==> src/rtl/wb_port_scheduler_pkg.sv <==
// Shared types and defaults for the write-back port scheduler and its result buffer.
package wb_port_scheduler_pkg;

    localparam int unsigned WB_DEPTH        = 2;
    localparam int unsigned WB_STARVE_LIMIT = 4;
    localparam int unsigned WB_CNT_W        = 2;

    typedef enum logic [1:0] {
        ST_NORMAL   = 2'd0,
        ST_STARVING = 2'd1,
        ST_FORCE    = 2'd2
    } sched_state_e;

    typedef struct packed {
        logic [3:0]  dest;
        logic [31:0] value;
    } wb_entry_t;

    // Bits needed to encode values 0..n-1, never less than one bit.
    function automatic int unsigned bits_for(input int unsigned n);
        return (n > 1) ? $clog2(n) : 1;
    endfunction

endpackage

==> src/rtl/wb_result_fifo.sv <==
// Small circular buffer holding long-latency results awaiting a write-port slot.
module wb_result_fifo
    import wb_port_scheduler_pkg::*;
#(
    parameter int unsigned DEPTH = WB_DEPTH
) (
    input  logic                clk,
    input  logic                rst,
    input  logic                push_i,
    input  wb_entry_t           push_data_i,
    input  logic                pop_i,
    output wb_entry_t           head_o,
    output logic [WB_CNT_W-1:0] count_o
);

    localparam int unsigned         PW      = bits_for(DEPTH);
    localparam logic [WB_CNT_W-1:0] DEPTH_C = WB_CNT_W'(DEPTH);
    localparam logic [PW-1:0]       LAST_C  = PW'(DEPTH - 1);

    wb_entry_t           mem_q [DEPTH];
    logic [PW-1:0]       wr_ptr_q, wr_ptr_d;
    logic [PW-1:0]       rd_ptr_q, rd_ptr_d;
    logic [WB_CNT_W-1:0] count_q, count_d;
    logic                do_push, do_pop;

    // Pointer and occupancy update; overflow and underflow requests are ignored
    always_comb begin
        do_push  = push_i && (count_q != DEPTH_C);
        do_pop   = pop_i && (count_q != '0);
        wr_ptr_d = wr_ptr_q;
        rd_ptr_d = rd_ptr_q;
        count_d  = count_q;
        if (do_push) begin
            wr_ptr_d = (wr_ptr_q == LAST_C) ? '0 : wr_ptr_q + 1'b1;
        end
        if (do_pop) begin
            rd_ptr_d = (rd_ptr_q == LAST_C) ? '0 : rd_ptr_q + 1'b1;
        end
        if (do_push && !do_pop) begin
            count_d = count_q + 1'b1;
        end else if (!do_push && do_pop) begin
            count_d = count_q - 1'b1;
        end
    end

    // Control state; reset discards any buffered results
    always_ff @(posedge clk or posedge rst) begin
        if (rst) begin
            wr_ptr_q <= '0;
            rd_ptr_q <= '0;
            count_q  <= '0;
        end else begin
            wr_ptr_q <= wr_ptr_d;
            rd_ptr_q <= rd_ptr_d;
            count_q  <= count_d;
        end
    end

    // Entry storage needs no reset: occupancy decides what is valid
    always_ff @(posedge clk) begin
        if (do_push) begin
            mem_q[wr_ptr_q] <= push_data_i;
        end
    end

    assign head_o  = mem_q[rd_ptr_q];
    assign count_o = count_q;

endmodule

==> src/rtl/wb_port_scheduler.sv <==
// Shares the single register-file write port between the pipeline WB stage
// (always wins) and buffered long-latency results; tracks pending writes for
// ID hazards and forces a front-end stall when buffered results starve.
module wb_port_scheduler
    import wb_port_scheduler_pkg::*;
#(
    parameter int unsigned STARVE_LIMIT = WB_STARVE_LIMIT,
    parameter int unsigned DEPTH        = WB_DEPTH
) (
    input  logic                clk,
    input  logic                rst,
    input  logic                pipe_wb_en,
    input  logic [3:0]          pipe_wb_dest,
    input  logic [31:0]         pipe_wb_value,
    input  logic                lu_valid,
    input  logic [3:0]          lu_dest,
    input  logic [31:0]         lu_value,
    output logic                lu_ready,
    input  logic                issue_en,
    input  logic [3:0]          issue_dest,
    input  logic [3:0]          id_src1,
    input  logic [3:0]          id_src2,
    input  logic [3:0]          id_dest,
    input  logic                id_two_src,
    input  logic                id_wb_en,
    output logic                rf_wb_en,
    output logic [3:0]          rf_wb_dest,
    output logic [31:0]         rf_wb_value,
    output logic                lu_hazard,
    output logic                stall_req,
    output logic [15:0]         busy_vec,
    output logic [WB_CNT_W-1:0] buf_count
);

    localparam int unsigned         SW      = bits_for(STARVE_LIMIT + 1);
    localparam logic [SW-1:0]       LIMIT_C = SW'(STARVE_LIMIT);
    localparam logic [WB_CNT_W-1:0] DEPTH_C = WB_CNT_W'(DEPTH);

    wb_entry_t           push_entry;
    wb_entry_t           head;
    logic [WB_CNT_W-1:0] count;
    logic [WB_CNT_W-1:0] count_nxt;
    logic                push, pop, full, blocked_full;
    logic [15:0]         busy_q, busy_d;
    sched_state_e        state_q, state_d;
    logic [SW-1:0]       starve_q, starve_d, starve_inc;
    logic                stall_q;

    assign push_entry   = '{dest: lu_dest, value: lu_value};
    assign lu_ready     = (count < DEPTH_C);
    assign push         = lu_valid && lu_ready;
    assign pop          = !pipe_wb_en && (count != '0);
    assign full         = (count == DEPTH_C);
    assign blocked_full = full && pipe_wb_en;
    assign count_nxt    = count + WB_CNT_W'(push) - WB_CNT_W'(pop);
    assign starve_inc   = (starve_q == '1) ? starve_q : starve_q + 1'b1;

    wb_result_fifo #(
        .DEPTH(DEPTH)
    ) u_fifo (
        .clk        (clk),
        .rst        (rst),
        .push_i     (push),
        .push_data_i(push_entry),
        .pop_i      (pop),
        .head_o     (head),
        .count_o    (count)
    );

    // Write-port arbitration: pipeline first, otherwise drain the buffer head
    always_comb begin
        rf_wb_en    = 1'b0;
        rf_wb_dest  = '0;
        rf_wb_value = '0;
        if (pipe_wb_en) begin
            rf_wb_en    = 1'b1;
            rf_wb_dest  = pipe_wb_dest;
            rf_wb_value = pipe_wb_value;
        end else if (count != '0) begin
            rf_wb_en    = 1'b1;
            rf_wb_dest  = head.dest;
            rf_wb_value = head.value;
        end
    end

    // Pending-write scoreboard; a new issue overrides a same-cycle commit
    always_comb begin
        busy_d = busy_q;
        if (pop) begin
            busy_d[head.dest] = 1'b0;
        end
        if (issue_en) begin
            busy_d[issue_dest] = 1'b1;
        end
    end

    assign lu_hazard = busy_q[id_src1]
                     | (id_two_src & busy_q[id_src2])
                     | (id_wb_en   & busy_q[id_dest])
                     | (issue_en   & busy_q[issue_dest]);

    // Starvation FSM next-state: count blocked cycles at full, stall until drained
    always_comb begin
        state_d  = state_q;
        starve_d = starve_q;
        unique case (state_q)
            ST_NORMAL: begin
                if (blocked_full) begin
                    starve_d = SW'(1);
                    state_d  = (STARVE_LIMIT <= 1) ? ST_FORCE : ST_STARVING;
                end
            end
            ST_STARVING: begin
                if (pop) begin
                    state_d  = ST_NORMAL;
                    starve_d = '0;
                end else if (blocked_full) begin
                    starve_d = starve_inc;
                    if (starve_inc >= LIMIT_C) begin
                        state_d = ST_FORCE;
                    end
                end
            end
            ST_FORCE: begin
                if (count_nxt == '0) begin
                    state_d  = ST_NORMAL;
                    starve_d = '0;
                end
            end
            default: begin
                state_d  = ST_NORMAL;
                starve_d = '0;
            end
        endcase
    end

    // Registered scheduler state; stall_req is a flop tracking the FORCE state
    always_ff @(posedge clk or posedge rst) begin
        if (rst) begin
            state_q  <= ST_NORMAL;
            starve_q <= '0;
            busy_q   <= '0;
            stall_q  <= 1'b0;
        end else begin
            state_q  <= state_d;
            starve_q <= starve_d;
            busy_q   <= busy_d;
            stall_q  <= (state_d == ST_FORCE);
        end
    end

    assign stall_req = stall_q;
    assign busy_vec  = busy_q;
    assign buf_count = count;

endmodule

==> config.mk <==
export PLATFORM = sky130hd
export DESIGN_NAME = wb_port_scheduler
export DESIGN_NICKNAME = d
export VERILOG_FILES = /design/src/rtl/wb_port_scheduler_pkg.sv /design/src/rtl/wb_result_fifo.sv /design/src/rtl/wb_port_scheduler.sv
export SDC_FILE = /design/constraint.sdc
export NUM_CORES = 1
export LEC_CHECK = 0
export CAP_MARGIN = 10
export CORE_UTILIZATION = 33
export CTS_BUF_LIST = sky130_fd_sc_hd__clkbuf_8
export CTS_CLUSTER_SIZE = 14
export DETAILED_ROUTE_END_ITERATION = 8
export GPL_TIMING_DRIVEN = 0
export HOLD_SLACK_MARGIN = 0.12
export SETUP_SLACK_MARGIN = 0.5
export SLEW_MARGIN = 15
export SYNTH_ARGS = -nofsm -noshare
export SYNTH_HDL_FRONTEND = slang
export SYNTH_HIERARCHICAL = 1
export SYNTH_SLANG_ARGS = --single-unit
==> constraint.sdc <==
create_clock -name clk -period 3.3 [get_ports clk]
set_input_delay 0.66 -clock clk [delete_from_list [all_inputs] [get_ports clk]]
set_output_delay 0.66 -clock clk [all_outputs]
set_load 0.1 [all_outputs]
==> metrics.md, run 1 <==
| Metric | Value |
|---|---|
| Outcome | finished with violations |
| Failing checks | DRC |
| Post-synth EDFFs | 72 |
| Largest net degree at the start of global routing | 23 |
| Wire per inst | 18.7 µm |
| DP Worst Slack | -0.850 ns |
| Type of the worst setup path | in2out |
| Max Root-Sink Buffers | 2 |
| Critical path startpoint category | input pin |
| Starting DRT DRC Count | 152 |
| Class of the worst hold path | in2async |
| IO Count | 153 |
| Peak Freq | 350 MHz |
| Initial Util | 0.340 |
| Total gr overflow | 0 |
| P&R area growth vs syn | 39.4% |
| Share of layout cells above drive strength 1 | 0.302 |
| Req. time, crit path | 2.64 ns |
| GR Util All Layers | 0.170 |
| Power per cell area | 989 nW/µm² |
| Clock sink count | 98 |
| CTS tree | done |
| Worst Clk Skew | 0.0104 ns |
| Core area | 14600 µm² |
| Die Y | 125 µm |
| Crit. End Element | primary output |
| Chip Width | 125 µm |
| Synthesized Nets | 451 |
| Share of the synthesized area in the top cell type | 0.434 |
| Final Slew Violations | 0 |
| Vias in the first global route | 3778 |
| Top cells by area, synth | edfxtp_1 (43%), dfrtp_1 (13%), mux2_4 (8.7%) |
| Top_reg_cell synth | edfxtp_1 |
| DP HPWL | 9720 µm |
| Async set-or-reset flop fraction in the synthesized netlist | 0.265 |
| Number of antenna diodes | 0 |
| Avg Inst Size Synth | 14.1 µm² |
| Final WL | 13200 µm |
| Remaining DRCs | 16 |
| Post-Layout Cell Count | 704 |
| Lkg Pwr | 2.67 nW |
| Post-route ant nets | 0 |
| Final Hold Viols | 0 |
| Final core occ | 0.474 |
| GP Congestion | 0.831 |
| CTS root buf | clkbuf_8 |
| Worst Path Max Fanout | 4 |
| Post-Syn Area | 4980 µm² |
| Crit path DAT | 2.20 ns |
| Flop2flop setup slack | 0.92 ns |
| Dpl cells | 685 |
| DR pass1 iterations | 7 |
| Reg clk slew, reported paths | 0.10 ns |
| Cells after Synth | 353 |
| RSZ-0062 raised after global routing | true |
| Fin crit period | 2.86 ns |
| VDD IR max | 0.000481 V |
| Largest area contributor in the netlist | edfxtp_1 |
| Routed vias | 3635 |
| PnR worst setup slack | 0.442 ns |
| Final worst path period share | 0.866 |
| Fin nets | 613 |
| DR vias/cell | 5.16 |
| Seq cells post-synth | 98 |
| Final setup fails | 0 |
| Total CTS buffers | 9 |
| # port buffers | 146 |
| Antenna violations before repair | 0 |
| First-pass GRT wire length | 20200 µm |
| Post-CTS Hold Buffers | 0 |
| Clk_lat worst skew | 0.37 ns |
| Fin Setup TNS | 0 ns |
| # H-tree levels | 3 |
| Register area share after synthesis | 0.565 |
| Filler cell count | 1342 |
| Ys Warns | 6 |
| Die area | 15600 µm² |
| Max cap viols | 0 |
| Placement Rows | 44 |
| Max_slew headroom | 0.339 |
| Slew at the pin with the worst max-slew slack | 0.988 ns |
| Yosys cell types | 48 |
[worst max-delay path, cell delays in order]
cell	delay, ns
clkbuf_4	0.15
mux4_2	0.51
a32oi_1	0.21
o211ai_1	0.17
a21oi_2	0.22
nand3_4	0.10
buf_12	0.18
[placed cells by master (no fill, tap or decap), types with 3 or more instances in the layout]
| master | instances |
|---|---|
| mux4_2 | 12 |
| dfrtp_2 | 7 |
| mux2_4 | 29 |
| clkbuf_8 | 9 |
| clkbuf_1 | 4 |
| dlymetal6s2s_1 | 3 |
| buf_12 | 4 |
| nand2b_1 | 7 |
| dfrtp_1 | 19 |
| clkbuf_2 | 4 |
| nand3b_1 | 6 |
| edfxtp_1 | 72 |
| ha_1 | 3 |
| buf_2 | 5 |
| a22o_1 | 26 |
| a21oi_1 | 3 |
| nor2_1 | 11 |
| o21ai_0 | 35 |
| clkdlybuf4s50_1 | 100 |
| a22o_2 | 10 |
| nand2_1 | 12 |
| xnor2_1 | 4 |
| mux2_2 | 10 |
| nand3_1 | 8 |
| clkbuf_4 | 22 |
| nor2b_1 | 4 |
| buf_4 | 21 |
| inv_1 | 13 |
[Yosys cell counts (3+ instances only)]
master    instances
edfxtp_1         72
nor2_1           13
clkbuf_1          7
nand2_1          12
dfrtp_1          26
buf_12            3
a21oi_1           4
a22o_1           36
mux2_4           29
mux2_2           10
o21ai_0          35
ha_1              3
nor2b_1           4
mux4_2           12
buf_2             5
nand3b_1          6
nand2b_1          7
xnor2_1           4
inv_1            12
nor3_1            3
nand3_1           9
[per-layer routing]
| metal | vias to the layer above | GRT usage | share of wire |
|---|---|---|---|
| met1 | 1781 | 0.210 | 0.42 |
| met3 | 9 | 0.0451 | 0.072 |
| met2 | 140 | 0.291 | 0.50 |
| li1 | 1705 | - | - |
| met5 | - | 0 | 0 |
| met4 | 0 | 0.0509 | 0.011 |
[through the flow]
stage / total power [W] / area, µm² / hold slack (ns)
finish: 0.00686 / 6940 / 0.505
floorplan: 0.00503 / 5010 / 0.426
global placement: 0.00601 / 6700 / 0.482
global route: 0.00716 / 6940 / 0.505
CTS: 0.00685 / 6840 / 0.489
detailed placement: 0.00610 / 6770 / 0.500
[what timing repair did]
item	CTS	global route
pin swaps	3	3
gates resized for setup	223	33
setup endpoints to repair	38	22
setup buffers	0	3
[path summary, 6_finish.rpt]
check,startpoint,endpoint,depth (start not counted)
worst min register to register,state_q[1],state_q[0],1
min in group clk,state_q[1],state_q[0],1
worst max register to register,u_fifo/count_o[0],starve_q[1],9
worst min-delay path,rst,u_fifo/count_o[1],2
worst max-delay path,id_dest[0],lu_hazard,7
max in group asynchronous,rst,busy_vec[2],2
[sequential cells by signal, indices dropped and copies added (netlist names)]
signal and flops:
busy_vec 16, u_fifo/count_o 2, u_fifo/mem_q 72, state_q 2, stall_req 1, u_fifo/wr_ptr_q 1
starve_q 3, u_fifo/rd_ptr_q 1
[report_power, final]
| group | internal, W | switching [W] | leakage [nW] | total [W] |
|---|---|---|---|---|
| logic | 0.00135 | 0.00277 | 1.61 | 0.00412 |
| clock network | 0.000358 | 0.000433 | 0.0996 | 0.000791 |
| registers | 0.00166 | 0.000287 | 0.965 | 0.00195 |
| total | 0.00337 | 0.00349 | 2.67 | 0.00686 |
[cells by family after synthesis]
| kind of cell | Yosys count | synth area share |
|---|---|---|
| simple gates | 64 | 0.0689 |
| mux | 54 | 0.174 |
| fa+ha+maj | 3 | 0.00754 |
| xor+xnor | 6 | 0.0106 |
| buf+inv | 31 | 0.0390 |
| compound gates | 97 | 0.135 |
| flops | 98 | 0.565 |
[area by class of cell]
type,instances,area (µm²),area share
inverter,12,45.0,0.00649
sequential,98,2820,0.407
buffer,19,155,0.0224
multi-input combinational,224,2030,0.293
tap,184,230,0.0332
clock inverter,7,77.6,0.0112
timing repair buffer,151,1450,0.209
clock buffer,9,124,0.0179
Power figures use the tool's default switching activity.
==> run 2: changes to the inputs <==
==> constraint.sdc (replaced) <==
create_clock -name clk -period 3.3 [get_ports clk]
set_input_delay 0.66 -clock clk [delete_from_list [all_inputs] [get_ports clk]]
set_output_delay 0.66 -clock clk [all_outputs]
set_load 0.02 [all_outputs]
==> metrics.md, run 2 (same netlist as run 1, synthesis figures left out) <==
| Metric | Value |
|---|---|
| Placed inst area | 6740 µm² (-0.46%) |
| Max cap viols | 0 (unchanged) |
| Outcome | finished with violations |
| Final Instance Area | 6930 µm² (about the same) |
| CTS tree | done |
| Type of the worst setup path | in2out |
| Starting DRT DRC Count | 181 (+19%) |
| DP HPWL | 9560 µm (-1.7%) |
| Met2 wire length | 6350 µm (-2.7%) |
| Slew at the pin with the worst max-slew slack | 0.852 ns (-0.136 ns) |
| Largest net degree at the start of global routing | 23 (unchanged) |
| Core area | 14600 µm² (unchanged) |
| Crit. End Element | primary output |
| Initial Util | 0.340 (unchanged) |
| Commonest non-fill, non-tap cell in the layout | clkdlybuf4s50_1 |
| DR pass1 iterations | 6 (-1) |
| Lkg Pwr | 2.72 nW (+1.9%) |
| # H-tree levels | 3 (unchanged) |
| R2R Path Start | u_fifo/count_o[1] |
| Power per cell area | 751 nW/µm² (-24%) |
| Critical path startpoint category | input pin |
| Die area | 15600 µm² (unchanged) |
| Fin crit period | 2.79 ns (-0.0673 ns) |
| Share of layout cells above drive strength 1 | 0.187 (-0.115) |
| PnR worst setup slack | 0.509 ns (+0.0673 ns) |
| Final Hold Viols | 0 (unchanged) |
| Filler cell count | 1342 (unchanged) |
| Total CTS buffers | 9 (unchanged) |
| Wire per inst | 18.5 µm (-0.97%) |
| RSZ-0062 raised after global routing | true |
| Placement Rows | 44 (unchanged) |
| Fin nets | 612 (-0.16%) |
| Vias in the first global route | 3735 (-1.1%) |
| DR vias/cell | 5.23 (+1.3%) |
| Final setup fails | 0 (unchanged) |
| P&R area growth vs syn | 39.2% (about the same) |
| Class of the worst hold path | in2async |
| Critical Path Start | id_src1[1] |
| GP Congestion | 0.842 (+1.2%) |
| VDD IR max | 0.000296 V (-38%) |
| Clock sink count | 98 (unchanged) |
| Post-CTS Hold Buffers | 0 (unchanged) |
| Reg clk slew, reported paths | 0.09 ns (about the same) |
| Chip Width | 125 µm (unchanged) |
| Hold_ws | 0.501 ns (-0.00398 ns) |
| Final worst path period share | 0.846 (-0.0204) |
| Remaining DRCs | 14 (-2) |
| Final WL | 13000 µm (-1.3%) |
| Total Power | 0.00521 W (-24%) |
| Req. time, crit path | 2.64 ns (about the same) |
| Post-route ant nets | 0 (unchanged) |
| Metal3 WL | 1090 µm (+15%) |
| Total gr overflow | 0 (unchanged) |
| Worst Path Max Fanout | 4 (unchanged) |
| Biggest register | u_fifo/mem_q |
| CTS root buf | clkbuf_8 |
| Crit path DAT | 2.13 ns (-0.07 ns) |
| # port buffers | 146 (unchanged) |
| Die Y | 125 µm (unchanged) |
| DRT met1 WL | 5360 µm (-3.1%) |
| Uppermost routed layer | met4 |
| Antenna violations before repair | 0 (unchanged) |
| Clk_lat worst skew | 0.36 ns (about the same) |
| IO Count | 153 (unchanged) |
| Flop2flop setup slack | 1.11 ns (+0.19 ns) |
| GR Util All Layers | 0.171 (+0.00105) |
| Max Root-Sink Buffers | 2 (unchanged) |
| Most frequent cells in the layout | clkdlybuf4s50_1 (101), edfxtp_1 (72), a22o_1 (36) |
| Number of antenna diodes | 0 (unchanged) |
| First-pass GRT wire length | 20300 µm (+0.79%) |
| DP Worst Slack | -0.253 ns (+0.597 ns) |
| Worst Clk Skew | 0.0138 ns (+0.00340 ns) |
| Max_slew headroom | 0.432 (+0.0923) |
| Routed vias | 3673 (+1.0%) |
| Final Slew Violations | 0 (unchanged) |
| Peak Freq | 358 MHz (+2.4%) |
| Max reg flops | 72 (unchanged) |
| Failing checks | DRC |
==> run 2: worst paths after layout <==
path | endpoint | depth (start not counted)
worst max-delay path | lu_hazard | 7
worst min-delay path | u_fifo/wr_ptr_q | 2
worst max register to register | starve_q[1] | 9
worst min register to register | state_q[0] | 1
max in group asynchronous | busy_vec[2] | 2
min in group clk | state_q[0] | 1
==> run 2: repair_timing <==
action / in CTS / in global routing
resized for setup: 54 / 12
setup endpoints to repair: 37 / 5
setup buffers: 2 / 0
==> run 2: critical path, cell delays in order <==
cell and delay [ns]:
clkdlybuf4s15_1 0.30, mux4_2 0.53, nand3b_1 0.09, nand3_1 0.07
nor3_1 0.23, nand3_1 0.09, buf_2 0.17
==> run 2: power by group <==
group	internal, W	switching, W	total [W]	leakage, nW
clock network	0.000349	0.000408	0.000757	0.0898
logic	0.00130	0.00124	0.00254	1.66
registers	0.00166	0.000258	0.00191	0.970
==> run 2: stage by stage <==
| stage | instances | TNS (ns) | utilization |
|---|---|---|---|
| global placement | 683 | -83.47 | 0.455 |
| CTS | 702 | 0 | 0.473 |
| finish | 702 | 0 | 0.473 |
| global route | 702 | 0 | 0.473 |
| detailed placement | 685 | -1.48 | 0.460 |
| floorplan | 353 | 0 | - |
==> run 2: per-layer routing <==
metal | up-vias | GRT usage
met5 | - | 0
met4 | 0 | 0.0581
met3 | 14 | 0.0554
met2 | 149 | 0.287
met1 | 1806 | 0.208
li1 | 1704 | -
==> run 2: layout make-up <==
type,instances,area (µm²),share of cell area
multi-input combinational,224,1990,0.287
buffer,19,170,0.0245
clock buffer,9,124,0.0179
sequential,98,2820,0.406
tap,184,230,0.0332
timing repair buffer,150,1490,0.216
inverter,12,45.0,0.00650
clock inverter,6,66.3,0.00957
==> run 3: changes to the inputs <==
- clock period: 3.3 -> 2.4 ns (I/O delays scaled with it)
==> metrics.md, run 3 (same netlist as run 1, synthesis figures left out) <==
| Metric | Value |
|---|---|
| GR Util All Layers | 0.184 (+0.0123) |
| Max cap viols | 0 (unchanged) |
| Critical path startpoint category | flip-flop |
| Max Root-Sink Buffers | 2 (unchanged) |
| Final worst path period share | 1.03 |
| Remaining DRCs | 18 (+4) |
| Total CTS buffers | 9 (unchanged) |
| Share of layout cells above drive strength 1 | 0.389 (+0.202) |
| Fin nets | 669 (+9.3%) |
| Placement Rows | 44 (unchanged) |
| Number of antenna diodes | 0 (unchanged) |
| Initial Util | 0.340 (unchanged) |
| Final Hold Viols | 0 (unchanged) |
| Max reg flops | 72 (unchanged) |
| Total gr overflow | 0 (unchanged) |
| IO Count | 153 (unchanged) |
| # port buffers | 146 (unchanged) |
| Antenna violations before repair | 0 (unchanged) |
| Register-to-Register Path Depth | 11 (+2) |
| Post-route ant nets | 0 (unchanged) |
| Largest net degree at the start of global routing | 23 (unchanged) |
| Outcome | finished with violations |
| Post-Layout Cell Count | 760 (+8.3%) |
| Routed vias | 3925 (+6.9%) |
| Failing checks | DRC, setup timing |
| Vias in the first global route | 4051 (+8.5%) |
| Worst Path Max Fanout | 3 (-1) |
| Final setup fails | 1 (+1) |
| Power per cell area | 1090 nW/µm² (+45%) |
| VDD IR max | 0.000473 V (+60%) |
| Type of the worst setup path | reg2out |
| Final WL | 14800 µm (+14%) |
| Fin crit period | 2.48 ns |
| Dpl cells | 685 (unchanged) |
| Peak Freq | 403 MHz |
| GP Congestion | 0.862 (+2.4%) |
| Final core occ | 0.540 (+0.0670) |
| PnR worst setup slack | -0.0812 ns (-0.590 ns) |
| Chip Width | 125 µm (unchanged) |
| Slew at the pin with the worst max-slew slack | 0.881 ns (+0.0296 ns) |
| Starting DRT DRC Count | 163 (-9.9%) |
| Commonest non-fill, non-tap cell in the layout | clkdlybuf4s50_1 |
| Worst Clk Skew | 0.00768 ns (-0.00614 ns) |
| CTS tree | done |
| Reg clk slew, reported paths | 0.09 ns (about the same) |
| Post-CTS Hold Buffers | 0 (unchanged) |
| P&R area growth vs syn | 58.9% |
| DR vias/cell | 5.16 (-1.3%) |
| Crit. End Element | primary output |
| Crit path DAT | 2.00 ns (-0.13 ns) |
| Biggest register | u_fifo/mem_q |
| Class of the worst hold path | in2async |
| Die Y | 125 µm (unchanged) |
| CTS root buf | clkbuf_8 |
| Core area | 14600 µm² (unchanged) |
| Clk_lat worst skew | 0.36 ns (about the same) |
| Wire per inst | 19.5 µm (+5.1%) |
| DP HPWL | 9840 µm (+3.0%) |
| Most frequent cells in the layout | clkdlybuf4s50_1 (84), edfxtp_1 (72), buf_6 (61) |
| Final Slew Violations | 0 (unchanged) |
| Max_slew headroom | 0.412 (-0.0197) |
| DR pass1 iterations | 6 (unchanged) |
| Die area | 15600 µm² (unchanged) |
| Lkg Pwr | 3.14 nW (+15%) |
| Req. time, crit path | 1.92 ns (-0.72 ns) |
| First-pass GRT wire length | 21800 µm (+7.5%) |
| Hold_ws | 0.337 ns (-0.164 ns) |
| Clock sink count | 98 (unchanged) |
| # H-tree levels | 3 (unchanged) |
| RSZ-0062 raised after global routing | true |
run 3: cell types whose count changed in the layout (fill, tap and decap cells not counted), moves of 8 or more:
cell,change
buf_12,+8
dlygate4sd2_1,-13
buf_8,+12
clkdlybuf4s50_1,-17
dfrtp_1,-9
o21ai_1,+25
buf_4,+12
buf_6,+59
dfrtp_2,+9
o21ai_0,-28
run 3: critical path: stages, from the launching register on:
cell	delay, ns
dfrtp_2	0.44
mux4_2	0.47
a32oi_1	0.18
o211ai_1	0.14
a21oi_1	0.15
nand3_1	0.11
buf_6	0.15
run 3: per-stage QoR:
| stage | cell area (µm²) | setup TNS [ns] | power (W) | setup slack (ns) |
|---|---|---|---|---|
| floorplan | 5010 | 0 | 0.00481 | 0.222 |
| global placement | 6700 | -75.32 | 0.00616 | -0.938 |
| detailed placement | 6760 | -11.18 | 0.00628 | -0.810 |
| CTS | 7480 | -0.0735 | 0.00806 | -0.0735 |
| global route | 7910 | -0.235 | 0.00905 | -0.176 |
| finish | 7910 | -0.0812 | 0.00862 | -0.0812 |
run 3: layout make-up:
| type | count | area, µm² |
|---|---|---|
| clock inverter | 7 | 45.0 |
| clock buffer | 9 | 124 |
| fill | 1247 | 6730 |
| inverter | 12 | 45.0 |
| buffer | 19 | 229 |
| sequential | 98 | 2830 |
| timing repair buffer | 207 | 2290 |
| multi-input combinational | 224 | 2120 |
| tap | 184 | 230 |
run 3: repair_timing:
action                                  CTS  global route
resized for setup                       324            70
gates cloned                              2             8
endpoints found under the setup margin  108           119
buffers inserted                         38            11
pin swaps                                32            20
run 3: path summary, 6_finish.rpt:
check                      slack (ns)         endpoint         startpoint
max in group asynchronous        1.14      busy_vec[2]                rst
min reg2reg                      0.54       state_q[0]         state_q[1]
max reg2reg                      0.32      starve_q[1]  u_fifo/count_o[1]
max                             -0.08        lu_hazard       busy_vec[10]
min                              0.34  u_fifo/wr_ptr_q                rst
min in group clk                 0.35     busy_vec[14]      issue_dest[0]
run 3: report_power, final:
part	internal (W)	leakage, nW	switching, W
logic	0.00287	2.10	0.00217
clock network	0.000373	0.0791	0.000576
registers	0.00229	0.961	0.000338
run 3: routing by layer:
layer / GRT usage / vias up / wire, µm
met3: 0.0550 / 15 / 1230
met1: 0.218 / 1945 / 5790
met2: 0.322 / 150 / 7540
li1: - / 1815 / -
met5: 0 / - / 0
met4: 0.0509 / 0 / 217
